--- src/rtl/cpu_pkg.sv ---
// Shared core definitions: reset defaults, fetch state encoding and the
// branch offset shift used by the IF stage and the branch target adder.
package cpu_pkg;

  localparam logic [31:0] RESET_PC_DEF = 32'h0040_0000;
  localparam logic [31:0] NOP_INST_DEF = 32'h0000_0000;
  localparam int          BR_SHIFT     = 2;

  typedef enum logic [1:0] {
    S_REQ  = 2'd0,
    S_HOLD = 2'd1,
    S_DROP = 2'd2
  } fetch_state_e;

endpackage

--- src/rtl/ifetch_stage_if.sv ---
// Instruction memory req/ack fetch bus between the IF stage (master) and
// the instruction memory (slave).
interface ifetch_stage_if;
  logic        req;
  logic [31:0] addr;
  logic        ack;
  logic [31:0] rdata;

  modport master (output req, output addr, input ack, input rdata);
  modport slave  (input req, input addr, output ack, output rdata);
endinterface

--- src/rtl/branch_target.sv ---
// Branch target adder: br_pc4 + (sign_extend(br_imm16) << BR_SHIFT), mod 2^32.
module branch_target
  import cpu_pkg::*;
(
  input  logic [31:0] br_pc4,
  input  logic [15:0] br_imm16,
  output logic [31:0] target
);

  logic [31:0] offset_s;

  // word offset widened to a byte offset
  always_comb begin
    offset_s = {{(32 - 16 - BR_SHIFT){br_imm16[15]}}, br_imm16, {BR_SHIFT{1'b0}}};
    target   = br_pc4 + offset_s;
  end

endmodule

--- src/rtl/ifetch_stage.sv ---
// Pipeline IF stage: owns the PC, fetches over a req/ack bus and drives the
// IF/ID register, honouring the ID stall and the EX-resolved taken branch.
module ifetch_stage
  import cpu_pkg::*;
#(
  parameter logic [31:0] RESET_PC = RESET_PC_DEF,
  parameter logic [31:0] NOP_INST = NOP_INST_DEF
) (
  input  logic                  clk,
  input  logic                  rst,
  input  logic                  stall,
  input  logic                  br_taken,
  input  logic [15:0]           br_imm16,
  input  logic [31:0]           br_pc4,
  ifetch_stage_if.master        imem,
  output logic [31:0]           id_inst,
  output logic [31:0]           id_pc4,
  output logic                  id_valid,
  output logic [31:0]           fetch_pc
);

  fetch_state_e state_q, state_d;
  logic [31:0]  pc_q, pc_d;
  logic [31:0]  drop_addr_q, drop_addr_d;
  logic [31:0]  buf_inst_q, buf_inst_d;
  logic [31:0]  buf_pc4_q, buf_pc4_d;
  logic [31:0]  id_inst_q, id_inst_d;
  logic [31:0]  id_pc4_q, id_pc4_d;
  logic         id_valid_q, id_valid_d;

  logic [31:0]  target_s;
  logic [31:0]  pc_plus4_s;
  logic         deliver_s;
  logic [31:0]  deliver_inst_s;
  logic [31:0]  deliver_pc4_s;

  branch_target u_branch_target (
    .br_pc4   (br_pc4),
    .br_imm16 (br_imm16),
    .target   (target_s)
  );

  assign pc_plus4_s = pc_q + 32'd4;

  // fetch sequencing: PC, hold buffer and wrong-path drop tracking
  always_comb begin
    state_d        = state_q;
    pc_d           = pc_q;
    drop_addr_d    = drop_addr_q;
    buf_inst_d     = buf_inst_q;
    buf_pc4_d      = buf_pc4_q;
    deliver_s      = 1'b0;
    deliver_inst_s = buf_inst_q;
    deliver_pc4_s  = buf_pc4_q;
    case (state_q)
      S_REQ: begin
        if (imem.ack) begin
          if (br_taken) begin
            pc_d = target_s;
          end else if (stall) begin
            pc_d       = pc_plus4_s;
            buf_inst_d = imem.rdata;
            buf_pc4_d  = pc_plus4_s;
            state_d    = S_HOLD;
          end else begin
            pc_d           = pc_plus4_s;
            deliver_s      = 1'b1;
            deliver_inst_s = imem.rdata;
            deliver_pc4_s  = pc_plus4_s;
          end
        end else if (br_taken) begin
          // the bus address must stay put until the stale request is acked
          drop_addr_d = pc_q;
          pc_d        = target_s;
          state_d     = S_DROP;
        end else begin
          state_d = S_REQ;
        end
      end
      S_HOLD: begin
        if (br_taken) begin
          pc_d    = target_s;
          state_d = S_REQ;
        end else if (!stall) begin
          deliver_s = 1'b1;
          state_d   = S_REQ;
        end else begin
          state_d = S_HOLD;
        end
      end
      S_DROP: begin
        if (br_taken) begin
          pc_d = target_s;
        end else begin
          pc_d = pc_q;
        end
        if (imem.ack) begin
          state_d = S_REQ;
        end else begin
          state_d = S_DROP;
        end
      end
      default: begin
        state_d = S_REQ;
      end
    endcase
  end

  // IF/ID register: squash beats stall beats delivery beats bubble
  always_comb begin
    id_inst_d  = id_inst_q;
    id_pc4_d   = id_pc4_q;
    id_valid_d = id_valid_q;
    if (br_taken) begin
      id_inst_d  = NOP_INST;
      id_valid_d = 1'b0;
    end else if (stall) begin
      id_valid_d = id_valid_q;
    end else if (deliver_s) begin
      id_inst_d  = deliver_inst_s;
      id_pc4_d   = deliver_pc4_s;
      id_valid_d = 1'b1;
    end else begin
      id_inst_d  = NOP_INST;
      id_valid_d = 1'b0;
    end
  end

  // state registers with synchronous reset
  always_ff @(posedge clk) begin
    if (rst) begin
      state_q     <= S_REQ;
      pc_q        <= RESET_PC;
      drop_addr_q <= 32'h0000_0000;
      buf_inst_q  <= 32'h0000_0000;
      buf_pc4_q   <= 32'h0000_0000;
      id_inst_q   <= NOP_INST;
      id_pc4_q    <= 32'h0000_0000;
      id_valid_q  <= 1'b0;
    end else begin
      state_q     <= state_d;
      pc_q        <= pc_d;
      drop_addr_q <= drop_addr_d;
      buf_inst_q  <= buf_inst_d;
      buf_pc4_q   <= buf_pc4_d;
      id_inst_q   <= id_inst_d;
      id_pc4_q    <= id_pc4_d;
      id_valid_q  <= id_valid_d;
    end
  end

  assign imem.req  = !rst && (state_q != S_HOLD);
  assign imem.addr = (state_q == S_DROP) ? {drop_addr_q[31:2], 2'b00} : {pc_q[31:2], 2'b00};
  assign id_inst   = id_inst_q;
  assign id_pc4    = id_pc4_q;
  assign id_valid  = id_valid_q;
  assign fetch_pc  = pc_q;

endmodule

--- src/flat_wrapper.sv ---
// flat-port wrapper written by rule: the top's interface ports become plain ports
module ifetch_stage_flat import cpu_pkg::*;
#(
  parameter logic [31:0] RESET_PC = RESET_PC_DEF,
  parameter logic [31:0] NOP_INST = NOP_INST_DEF
)
  (clk, rst, stall, br_taken, br_imm16, br_pc4, id_inst, id_pc4, id_valid, fetch_pc, imem_req, imem_addr, imem_ack, imem_rdata);
  ifetch_stage_if imem_i ();
  input  logic clk;
  input  logic rst;
  input  logic stall;
  input  logic br_taken;
  input  logic [15:0] br_imm16;
  input  logic [31:0] br_pc4;
  output logic [31:0] id_inst;
  output logic [31:0] id_pc4;
  output logic id_valid;
  output logic [31:0] fetch_pc;
  output wire logic [$bits(imem_i.req)-1:0] imem_req;
  output wire logic [$bits(imem_i.addr)-1:0] imem_addr;
  input wire logic [$bits(imem_i.ack)-1:0] imem_ack;
  input wire logic [$bits(imem_i.rdata)-1:0] imem_rdata;
  assign imem_req = imem_i.req;
  assign imem_addr = imem_i.addr;
  assign imem_i.ack = imem_ack;
  assign imem_i.rdata = imem_rdata;
  ifetch_stage #(.RESET_PC(RESET_PC), .NOP_INST(NOP_INST)) u_core (.clk(clk), .rst(rst), .stall(stall), .br_taken(br_taken), .br_imm16(br_imm16), .br_pc4(br_pc4), .imem(imem_i), .id_inst(id_inst), .id_pc4(id_pc4), .id_valid(id_valid), .fetch_pc(fetch_pc));
endmodule
--- config.mk ---
export PLATFORM = sky130hd
export DESIGN_NAME = ifetch_stage_flat
export DESIGN_NICKNAME = d
export VERILOG_FILES = /design/src/rtl/cpu_pkg.sv /design/src/rtl/ifetch_stage_if.sv /design/src/rtl/branch_target.sv /design/src/rtl/ifetch_stage.sv /design/src/flat_wrapper.sv
export SDC_FILE = /design/constraint.sdc
export NUM_CORES = 1
export LEC_CHECK = 0
export ABC_AREA = 1
export BUFFER_PORTS_ARGS = -buffer_cell sky130_fd_sc_hd__clkbuf_2
export CAP_MARGIN = 10
export CORE_MARGIN = 2
export CORE_UTILIZATION = 55
export DETAILED_ROUTE_END_ITERATION = 7
export PLACE_DENSITY = 0.8
export SYNTH_ARGS = -nofsm -noshare
export SYNTH_HDL_FRONTEND = slang
export SYNTH_SLANG_ARGS = --single-unit
export TNS_END_PERCENT = 20
--- constraint.sdc ---
create_clock -name clk -period 2.1 [get_ports clk]
set_clock_uncertainty 0.05 [all_clocks]
set_input_delay 0 -clock clk [delete_from_list [all_inputs] [get_ports clk]]
set_output_delay 0 -clock clk [all_outputs]
set_load 0.05 [all_outputs]
==> results of run 1 <==
## state kept, by name, summed over array words and instances (netlist names)
register / cells
u_core.id_valid: 1
u_core.drop_addr_q: 30
u_core.buf_inst_q: 32
u_core.state_q: 2
u_core.buf_pc4_q: 32
u_core.id_inst: 32
u_core.id_pc4: 32
u_core.fetch_pc: 32
## metrics by stage
stage | setup WS (ns) | instances | cell area, um2
after floorplan | 0.0206 | 1646 | 10900
after global placement | -0.0415 | 2104 | 12500
after detailed placement | 0.0322 | 2104 | 12500
after CTS | 0.0298 | 2174 | 13400
after global routing | 0.00165 | 2177 | 13500
final | 0.0545 | 2177 | 13500
## worst max path at each step
stage | start | endpoint | slack, ns | depth (start not counted)
final | u_core.fetch_pc[7] | u_core.fetch_pc[17] | 0.05 | 7
after global routing | u_core.fetch_pc[2] | u_core.id_pc4[16] | 0.002 | 8
after CTS | u_core.state_q[0] | u_core.id_pc4[5] | 0.03 | 11
after detailed placement | u_core.state_q[0] | u_core.id_pc4[2] | 0.03 | 10
after global placement | br_imm16[15] | u_core.fetch_pc[25] | -0.04 | 9
after floorplan | u_core.state_q[0] | imem_addr[10] | 0.02 | 5
## final cells by class
type | count | area (um2) | share of cell area (%)
repair buffers | 322 | 2100 | 15.5
clock buffers | 18 | 429 | 3.17
well taps | 265 | 332 | 2.45
inverters | 201 | 767 | 5.67
flip-flops and latches | 193 | 3860 | 28.5
multi-input cells | 1164 | 5890 | 43.5
clock inverters | 14 | 158 | 1.16
## worst max-delay path: stages, from the launching register on
cell and delay, ns:
dfxtp_1 0.37, inv_1 0.10, nor3_1 0.36, nand2_1 0.25, nor2_1 0.18, xor2_1 0.34
a21oi_1 0.12, a21oi_1 0.19
## power by group through the flow
stage / clock [W] / sequential (W) / combinational (W)
final: 0.00323 / 0.00401 / 0.00268
after global routing: 0.00342 / 0.00403 / 0.00290
after CTS: 0.00327 / 0.00400 / 0.00263
after detailed placement: 0 / 0.00409 / 0.00255
after global placement: 0 / 0.00408 / 0.00253
after floorplan: 0 / 0.00439 / 0.00142
## Yosys cell counts (3+ instances only)
cell type,instances
a21oi_1,214
o221ai_1,4
a211oi_1,39
nand3_1,60
nor3_1,10
buf_1,9
a31oi_1,11
inv_1,191
ha_1,34
inv_2,9
nor2_1,121
nand2_1,385
xor2_1,24
dfxtp_1,193
nor3_2,4
o21ai_1,14
clkbuf_1,40
o21bai_1,3
o21ai_0,193
buf_4,12
nand4_1,9
o211ai_1,8
nand3b_1,5
nor2_2,4
buf_2,27
## logic make-up (layout without fill, tap and decap cells)
family | after synthesis | after routing | synth area share, %
simple gates | 611 | 611 | 23.3
compound gates | 491 | 491 | 24.2
buf+inv | 289 | 555 | 10.7
flops | 193 | 193 | 35.6
fa+ha+maj | 35 | 35 | 4.10
xor+xnor | 25 | 25 | 2.02
other cells | 1 | 2 | 0.0345
## per-layer routing
layer / part of all wire, % / GRT usage [%] / vias to the layer above / routed length, um
met1: 41 / 42.3 / 5413 / 14700
met2: 48 / 57.8 / 493 / 17000
met3: 7.6 / 5.63 / 72 / 2690
li1: - / - / 5915 / -
met5: 0 / 0 / - / 0
met4: 3.1 / 12.5 / 0 / 1110
## repair_timing
action,CTS,global route
pin swaps,0,1
endpoints found under the setup margin,1,39
cloned,0,1
buffers inserted,0,2
resized for setup,1,21
hold buffers,38,0
endpoints found under the hold margin,69,0
## placed cells by master, fill, tap and decap left out, drive strengths merged
cell type	n
a211oi	39
a21oi	216
a31oi	11
a41oi	1
and2	1
buf	72
clkbuf	230
clkinv	6
conb	2
dfxtp	193
dlygate4sd3	38
fa	1
ha	34
inv	209
nand2	386
nand3	62
nand3b	5
nand4	9
nor2	126
nor3	15
nor3b	1
nor4	2
o211a	1
o211ai	8
o21ai	207
o21bai	3
o221ai	4
o32ai	1
or2	4
xnor2	1
xor2	24
==> metrics.md, run 1 <==
| Metric | Value |
|---|---|
| Vias per inst | `5.46` |
| Share of layout cells above drive strength 1 | `18.5%` |
| Clock buffer count from CTS | `17` |
| CTS tree | `built` |
| Final net count | `2,019` |
| Vias in the first global route | `around 11,000` |
| Worst-path clk slew | `0.08 ns` |
| CP Max Fanout | `4` |
| H-tree levels | `4` |
| Worst Hold Path EP | `u_core.fetch_pc[6]` |
| Die ar. | `20,900 um2` |
| Root Driver | `clkbuf_16` |
| Clock group share of total power | `32.5%` |
| Comb pwr share | `27.0%` |
| PwrDens | `roughly 730 nW/um2` |
| Final Total Pwr | `0.00992 W` |
| Core ar. | `19,400 um2` |
| Min-delay src | `br_imm16[4]` |
| PortBufs | `212` |
| FF-to-FF path depth | `7` |
| Psw | `around 0.0037 W` |
| Normalized max-slew margin | `35.6%` |
| WP data required | `2.41 ns` |
| DR WL/cell | `approximately 16 um` |
| Worst hold stages | `5` |
| RSZ-0062 raised after global routing | `true` |
| Starting density of the core | `56.0%` |
| Setup crit start kind | `flip-flop` |
| P_int | `0.00627 W` |
| Gpl congestion | `0.983` |
| Run status | `finished, final reports clean` |
| Diodes inserted | `0` |
| DR iter-0 viols | `approximately 960` |
| DP Wirelength | `25,800 um` |
| #FFs+latches synth | `193` |
| First-pass GRT wire length | `54,900 um` |
| Maximum vdd drop | `0.000660 V` |
| FF-to-FF End | `u_core.fetch_pc[17]` |
| Fmax | `~0.49 GHz` |
| Seq/Total Area, Yosys | `35.6%` |
| Post-synthesis area per instance | `6.60 um2` |
| Flop-to-flop setup slack | `approximately 0.054 ns` |
| Largest net degree at the start of global routing | `between 100 and 150` |
| Post-DRT Antenna Nets | `0` |
| Fin crit share | `a little over nine tenths` |
| Crit Path Class | `reg -> reg` |
| Syn Inst Count | `1,645` |
| GRT Total Usage | `33.6%` |
| Share of the synthesized area in the top cell type | `35.6%` |
| Worst reg2reg startpoint | `u_core.fetch_pc[7]` |
| Lkg Pwr | `6.26 nW` |
| Later-pin clock latency in the skew report | `0.44 ns` |
| Row count | `slightly above 50` |
| Ys async rst share | `0%` |
| Post-Route WL | `about 35,000 um` |
| Fillers | `about 1,700` |
| WHS | `between 0.015 and 0.02 ns` |
| Netlist Area Pre-Place | `10,900 um2` |
| Clock sinks | `193` |
| Number of synthesized flops with an enable pin | `0` |
| DR pass1 iterations | `5` |
| Initial antenna violation count | `0` |
| Layout Utilization | `69.8%` |
| Top cell type by total area after synthesis | `dfxtp_1` |
| Die span in x | `144 um` |
| Hold WC Path Type | `in -> reg` |
| Netlist cell types | `43` |
| CP arrival | `about 2.4 ns` |
| Power share of the sequential group | `40.4%` |
| Setup crit end kind | `flip-flop` |
| Setup TNS | `0 ns` |
| Overall die height | `144 um` |
| Switching Share | `36.9%` |
| Clk buf depth | `2` |
| Final hold vios | `0` |
| Minimum clock period | `2.05 ns` |
| Grt ovf | `0` |
| Synth-to-Final Area Change | `24.7%` |
| Largest cells by area after synthesis | `dfxtp_1 36%, nand2_1 13%, a21oi_1 9.9%` |
| Drt drc | `0` |
| Actual slew at the worst max-slew pin | `0.966 ns` |
| Ports | `215` |
| Final Max Slew Viols | `0` |
| Max Cap Viol | `0` |
| Synthesis Warnings | `0` |
| Prevailing post-synth register cell | `dfxtp_1` |
| Vias | `11,893` |
| Setup Viol. Count Final | `0` |
Note: power is estimated with default switching activity, not from simulation.
==> inputs of run 2 (changes only) <==
--- a/config.mk
+++ b/config.mk
@@ -8,6 +8,7 @@
 export ABC_AREA = 1
 export BUFFER_PORTS_ARGS = -buffer_cell sky130_fd_sc_hd__clkbuf_2
 export CAP_MARGIN = 10
+export CORE_ASPECT_RATIO = 0.6
 export CORE_MARGIN = 2
 export CORE_UTILIZATION = 55
 export DETAILED_ROUTE_END_ITERATION = 7
==> run 2 against run 1 <==
  * Critical path depth rose by 4
  * Flip-flop and latch count did not move
  * Combinational power rose by 4%
  * Worst setup slack improved by 0.025 ns
  * Non-clock buffer count rose by 34
  * Core utilization rose by 2.4 points
  * Hold slack got worse by 0.0045 ns
  * Register-to-register slack improved by 0.02 ns
  * First-iteration DRC count rose by 77%
  * Design area rose by 2.2%
==> metrics.md, run 2 (synthesized netlist as in run 1, its figures left out) <==
| Metric | Value |
|---|---|
| Run status | `finished, final reports clean` |
| RSZ-0062 raised after global routing | `true` |
| Die span in x | `185 um` |
| Starting density of the core | `a little under three fifths` |
| Vias per inst | `5.58` |
| DR iter-0 viols | `1,691` |
| Maximum vdd drop | `0.000602 V` |
| Leading cell type in the layout, fill and taps excluded | `nand2_1` |
| DR pass1 iterations | `5` |
| Post-Route WL | `37,900 um` |
| Clock buffer count from CTS | `17` |
| Core ar. | `19,200 um2` |
| Final Max Slew Viols | `0` |
| Fin crit share | `96.2%` |
| WP data required | `around 2.3 ns` |
| PortBufs | `around 210` |
| Max Cap Viol | `0` |
| Ports | `between 200 and 250` |
| Final net count | `2,053` |
| Initial antenna violation count | `0` |
| DP Wirelength | `27,700 um` |
| Actual slew at the worst max-slew pin | `0.980 ns` |
| Drt drc | `0` |
| Gpl congestion | `1.02` |
| Final hold vios | `0` |
| DR WL/cell | `roughly 17 um` |
| GRT Total Usage | `between 30% and 40%` |
| Overall die height | `113 um` |
| H-tree levels | `4` |
| Hold WC Path Type | `in -> reg` |
| Share of layout cells above drive strength 1 | `20.0%` |
| Crit Path Class | `reg -> reg` |
| Synth-to-Final Area Change | `27.5%` |
| Fmax | `0.495 GHz` |
| Vias | `12,352` |
| Lkg Pwr | `about 6.5 nW` |
| Post-DRT Antenna Nets | `0` |
| Setup TNS | `0 ns` |
| Clock sinks | `193` |
| Diodes inserted | `0` |
| Setup crit start kind | `flip-flop` |
| Vias in the first global route | `about 11,000` |
| Most frequent cells in the layout | `384 x nand2_1, 214 x a21oi_1, 210 x clkbuf_2` |
| Largest net degree at the start of global routing | `114` |
| Root Driver | `clkbuf_16` |
| Setup crit end kind | `flip-flop` |
| First-pass GRT wire length | `between 50,000 and 60,000 um` |
| Worst-path clk slew | `0.07 ns` |
| Minimum clock period | `2.02 ns` |
| CTS tree | `built` |
| CP arrival | `2.25 ns` |
| Normalized max-slew margin | `a little over a third` |
| Setup Viol. Count Final | `0` |
| Final Total Pwr | `0.0105 W` |
| Clk buf depth | `2` |
| Fillers | `1,588` |
| Die ar. | `20,900 um2` |
| Row count | `39` |
| Later-pin clock latency in the skew report | `between 0.4 and 0.5 ns` |
| CP Max Fanout | `3` |
| Grt ovf | `0` |
| PwrDens | `760 nW/um2` |
-- run 2: changes by cell type in the layout (fill, tap and decap cells not counted), moves of 2 or more --
cell,delta
buf_4,+36
bufinv_16,+5
clkinv_2,+2
clkinv_4,-2
clkinv_8,-2
ha_1,+2
ha_2,-2
inv_4,-2
inv_6,+3
inv_8,-3
nand3_2,+2
-- run 2: power breakdown --
group          internal, W  switching [W]  total [W]
Clock              0.00216        0.00157    0.00373
Sequential         0.00387       0.000135    0.00400
Combinational     0.000839        0.00194    0.00278
-- run 2: metrics by stage --
stage / area (um2) / util, % / instances / hold slack, ns / worst slack (ns)
floorplan: 10900 / - / 1646 / 0.103 / 0.0206
global placement: 12800 / 66.5 / 2143 / 0.198 / 0.0359
detailed placement: 12800 / 66.5 / 2143 / 0.201 / 0.000833
CTS: 13800 / 71.9 / 2212 / 0.00298 / 0.0476
global route: 13800 / 72.2 / 2212 / 0.0406 / -0.00847
finish: 13800 / 72.2 / 2212 / 0.0150 / 0.0792
-- run 2: layout make-up --
cell class	instances	area [um2]	area share, %
multi-input combinational	1164	5870	42.4
sequential	193	3870	27.9
timing repair buffer	356	2340	16.9
inverter	201	761	5.50
clock buffer	17	425	3.07
tap	266	333	2.40
clock inverter	15	241	1.74
-- run 2: per-layer routing --
layer  wire length [um]  track usage [%]  vias up
met4                493             7.41        0
li1                   -                -     5979
met2              15200             49.8      653
met3               4750             10.2       44
met5                  0                0        -
met1              17500             55.5     5676
-- run 2: what timing repair did --
action,CTS,global route
setup endpoints to repair,5,65
setup buffers,0,0
hold endpoints to repair,68,0
cloned,0,0
hold buffers,37,0
resized for setup,1,15
-- run 2: worst max-delay path, cell delays in order, from the launching register on --
cell and delay (ns):
dfxtp_1 0.37, nand2_1 0.09, nor3_1 0.18, buf_4 0.16, nand2_1 0.09, nor2_1 0.20, buf_4 0.17, xor2_1 0.17
buf_4 0.15, a21oi_1 0.07, a21oi_1 0.11, nor2_1 0.05
-- run 2: final timing paths --
| path | startpoint | end | slack (ns) | cells after the start |
|---|---|---|---|---|
| worst min-delay path | br_pc4[28] | u_core.fetch_pc[28] | 0.02 | 5 |
| worst min register to register | u_core.id_inst[23] | u_core.id_inst[23] | 0.42 | 2 |
| worst max register to register | u_core.fetch_pc[7] | u_core.id_pc4[12] | 0.08 | 11 |
| worst max-delay path | u_core.fetch_pc[7] | u_core.id_pc4[12] | 0.08 | 11 |
==> inputs of run 3 (changes only) <==
--- a/config.mk
+++ b/config.mk
@@ -11,8 +11,10 @@
 export CORE_ASPECT_RATIO = 0.6
 export CORE_MARGIN = 2
 export CORE_UTILIZATION = 55
+export CTS_BUF_LIST = sky130_fd_sc_hd__clkbuf_8
 export DETAILED_ROUTE_END_ITERATION = 7
 export PLACE_DENSITY = 0.8
+export REMOVE_ABC_BUFFERS = 1
 export SYNTH_ARGS = -nofsm -noshare
 export SYNTH_HDL_FRONTEND = slang
 export SYNTH_SLANG_ARGS = --single-unit
==> run 3 against run 2 <==
  * Die area unchanged
  * Non-clock buffer count decreased by 17
  * Register-to-register slack about the same
  * Sequential share of layout area increased by 0.71 points
  * Hold slack got worse by 0.0061 ns
  * Core utilization decreased by 1.8 points
  * First-iteration DRC count increased by 0.71%
  * Flip-flop and latch count unchanged
  * Combinational power decreased by 1%
  * Sequential power about the same
  * Clock power decreased by 35%
  * Global-route usage decreased by 1.4 points
==> metrics.md, run 3 (synthesized netlist as in run 1, its figures left out) <==
| Metric | Value |
|---|---|
| Root Driver | `clkbuf_8` |
| Clk buf depth | `2` |
| Clock buffer count from CTS | `17` |
| DR pass1 iterations | `6` |
| Drt drc | `0` |
| PwrDens | `a little under 700 nW/um2` |
| Post-DRT Antenna Nets | `0` |
| Lkg Pwr | `roughly 6.2 nW` |
| Most frequent cells in the layout | `384 x nand2_1, 214 x a21oi_1, 204 x clkbuf_2` |
| PortBufs | `212` |
| Vias in the first global route | `10,598` |
| CP Max Fanout | `18` |
| Worst-path clk slew | `approximately 0.10 ns` |
| Worst reg2reg startpoint | `u_core.state_q[1]` |
| Row count | `39` |
| Fmax | `between 0.4 and 0.5 GHz` |
| Worst hold stages | `3` |
| Starting density of the core | `56.6%` |
| Vias | `12,222` |
| Setup TNS | `0 ns` |
| Setup Viol. Count Final | `0` |
| Placed cells | `2,116` |
| Synth-to-Final Area Change | `24.3%` |
| Crit Path Class | `reg -> out` |
| Initial antenna violation count | `0` |
| Clock sinks | `193` |
| WP data required | `2.05 ns` |
| Gpl congestion | `0.980` |
| Share of layout cells above drive strength 1 | `approximately a fifth` |
| Maximum vdd drop | `0.000527 V` |
| DP Wirelength | `27,200 um` |
| Diodes inserted | `0` |
| Hold WC Path Type | `in -> reg` |
| CTS tree | `built` |
| Setup crit start kind | `flip-flop` |
| Vias per inst | `5.57` |
| CP arrival | `2.02 ns` |
| FF-to-FF path depth | `10` |
| Layout Utilization | `between 70% and 80%` |
| Overall die height | `113 um` |
| Max Cap Viol | `0` |
| Largest net degree at the start of global routing | `roughly 110` |
| DR iter-0 viols | `1,703` |
| RSZ-0062 raised after global routing | `true` |
| Final Total Pwr | `0.00919 W` |
| Grt ovf | `0` |
| Worst setup path start | `u_core.state_q[0]` |
| Final Max Slew Viols | `0` |
| Setup crit end kind | `primary output` |
| WHS | `~0.009 ns` |
| Final hold vios | `0` |
| DR WL/cell | `between 15 and 20 um` |
| GRT Total Usage | `roughly a third` |
| Post-Route WL | `roughly 37,000 um` |
| Leading cell type in the layout, fill and taps excluded | `nand2_1` |
| Core ar. | `19,200 um2` |
| H-tree levels | `4` |
| Later-pin clock latency in the skew report | `about 0.48 ns` |
| Die ar. | `around 21,000 um2` |
| Final cell count without fillers | `2,195` |
| Die span in x | `185 um` |
| Fin crit share | `between 90 and 100%` |
| Final net count | `2,036` |
| Min-delay src | `rst` |
| Minimum clock period | `2.07 ns` |
| First-pass GRT wire length | `56,900 um` |
| Ports | `roughly 220` |
| Run status | `finished, final reports clean` |
==> run 3: cell count changes in the layout (fill, tap and decap cells not counted), sizes merged <==
cell         change
bufinv           -3
clkinvlp         +4
clkbuf           -4
dlygate4sd3      +9
buf             -22
inv              -1
==> run 3: metrics by stage <==
stage / setup slack (ns) / area, um2
after global placement: 0.0464 / 12600
after floorplan: -1.91 / 10400
final: 0.0325 / 13500
after detailed placement: 0.0840 / 12600
after CTS: 0.00274 / 13400
after global routing: -0.0843 / 13500
==> run 3: area by class of cell <==
class / count / area (um2)
timing repair buffer: 339 / 2270
clock buffer: 17 / 234
clock inverter: 15 / 145
tap: 266 / 333
multi-input combinational: 1164 / 5890
inverter: 201 / 756
fill: 1626 / 5680
sequential: 193 / 3870
==> run 3: path summary, 6_finish.rpt <==
kind | end | slack, ns
worst min-delay path | u_core.id_pc4[20] | 0.009
worst max register to register | u_core.id_pc4[10] | 0.09
worst min register to register | u_core.id_inst[0] | 0.42
worst max-delay path | imem_addr[28] | 0.03
==> run 3: layer usage <==
layer / global-route usage [%] / wire, um / vias to the layer above
met5: 0 / 0 / -
met4: 4.81 / 345 / 0
li1: - / - / 5943
met1: 53.8 / 17400 / 5586
met3: 9.11 / 4650 / 33
met2: 48.8 / 14800 / 660
==> run 3: power by group <==
part | internal (W) | total (W) | switching [W]
sequential | 0.00387 | 0.00402 | 0.000155
combinational | 0.000821 | 0.00274 | 0.00192
clock | 0.00105 | 0.00243 | 0.00138
total | 0.00574 | 0.00919 | 0.00346
==> run 3: repair_timing <==
item	4_1_cts	5_1_grt
setup buffers	0	0
hold endpoints to repair	75	0
hold buffers	46	0
gates resized for setup	4	28
endpoints found under the setup margin	3	103
pin swaps	0	1
cloned	0	1
==> run 3: critical path, cell delays in order (launching register included) <==
cell and delay (ns):
dfxtp_2 0.35, inv_1 0.08, ha_2 0.36, buf_4 0.28
nand2_1 0.07, o21ai_0 0.09, clkbuf_2 0.32
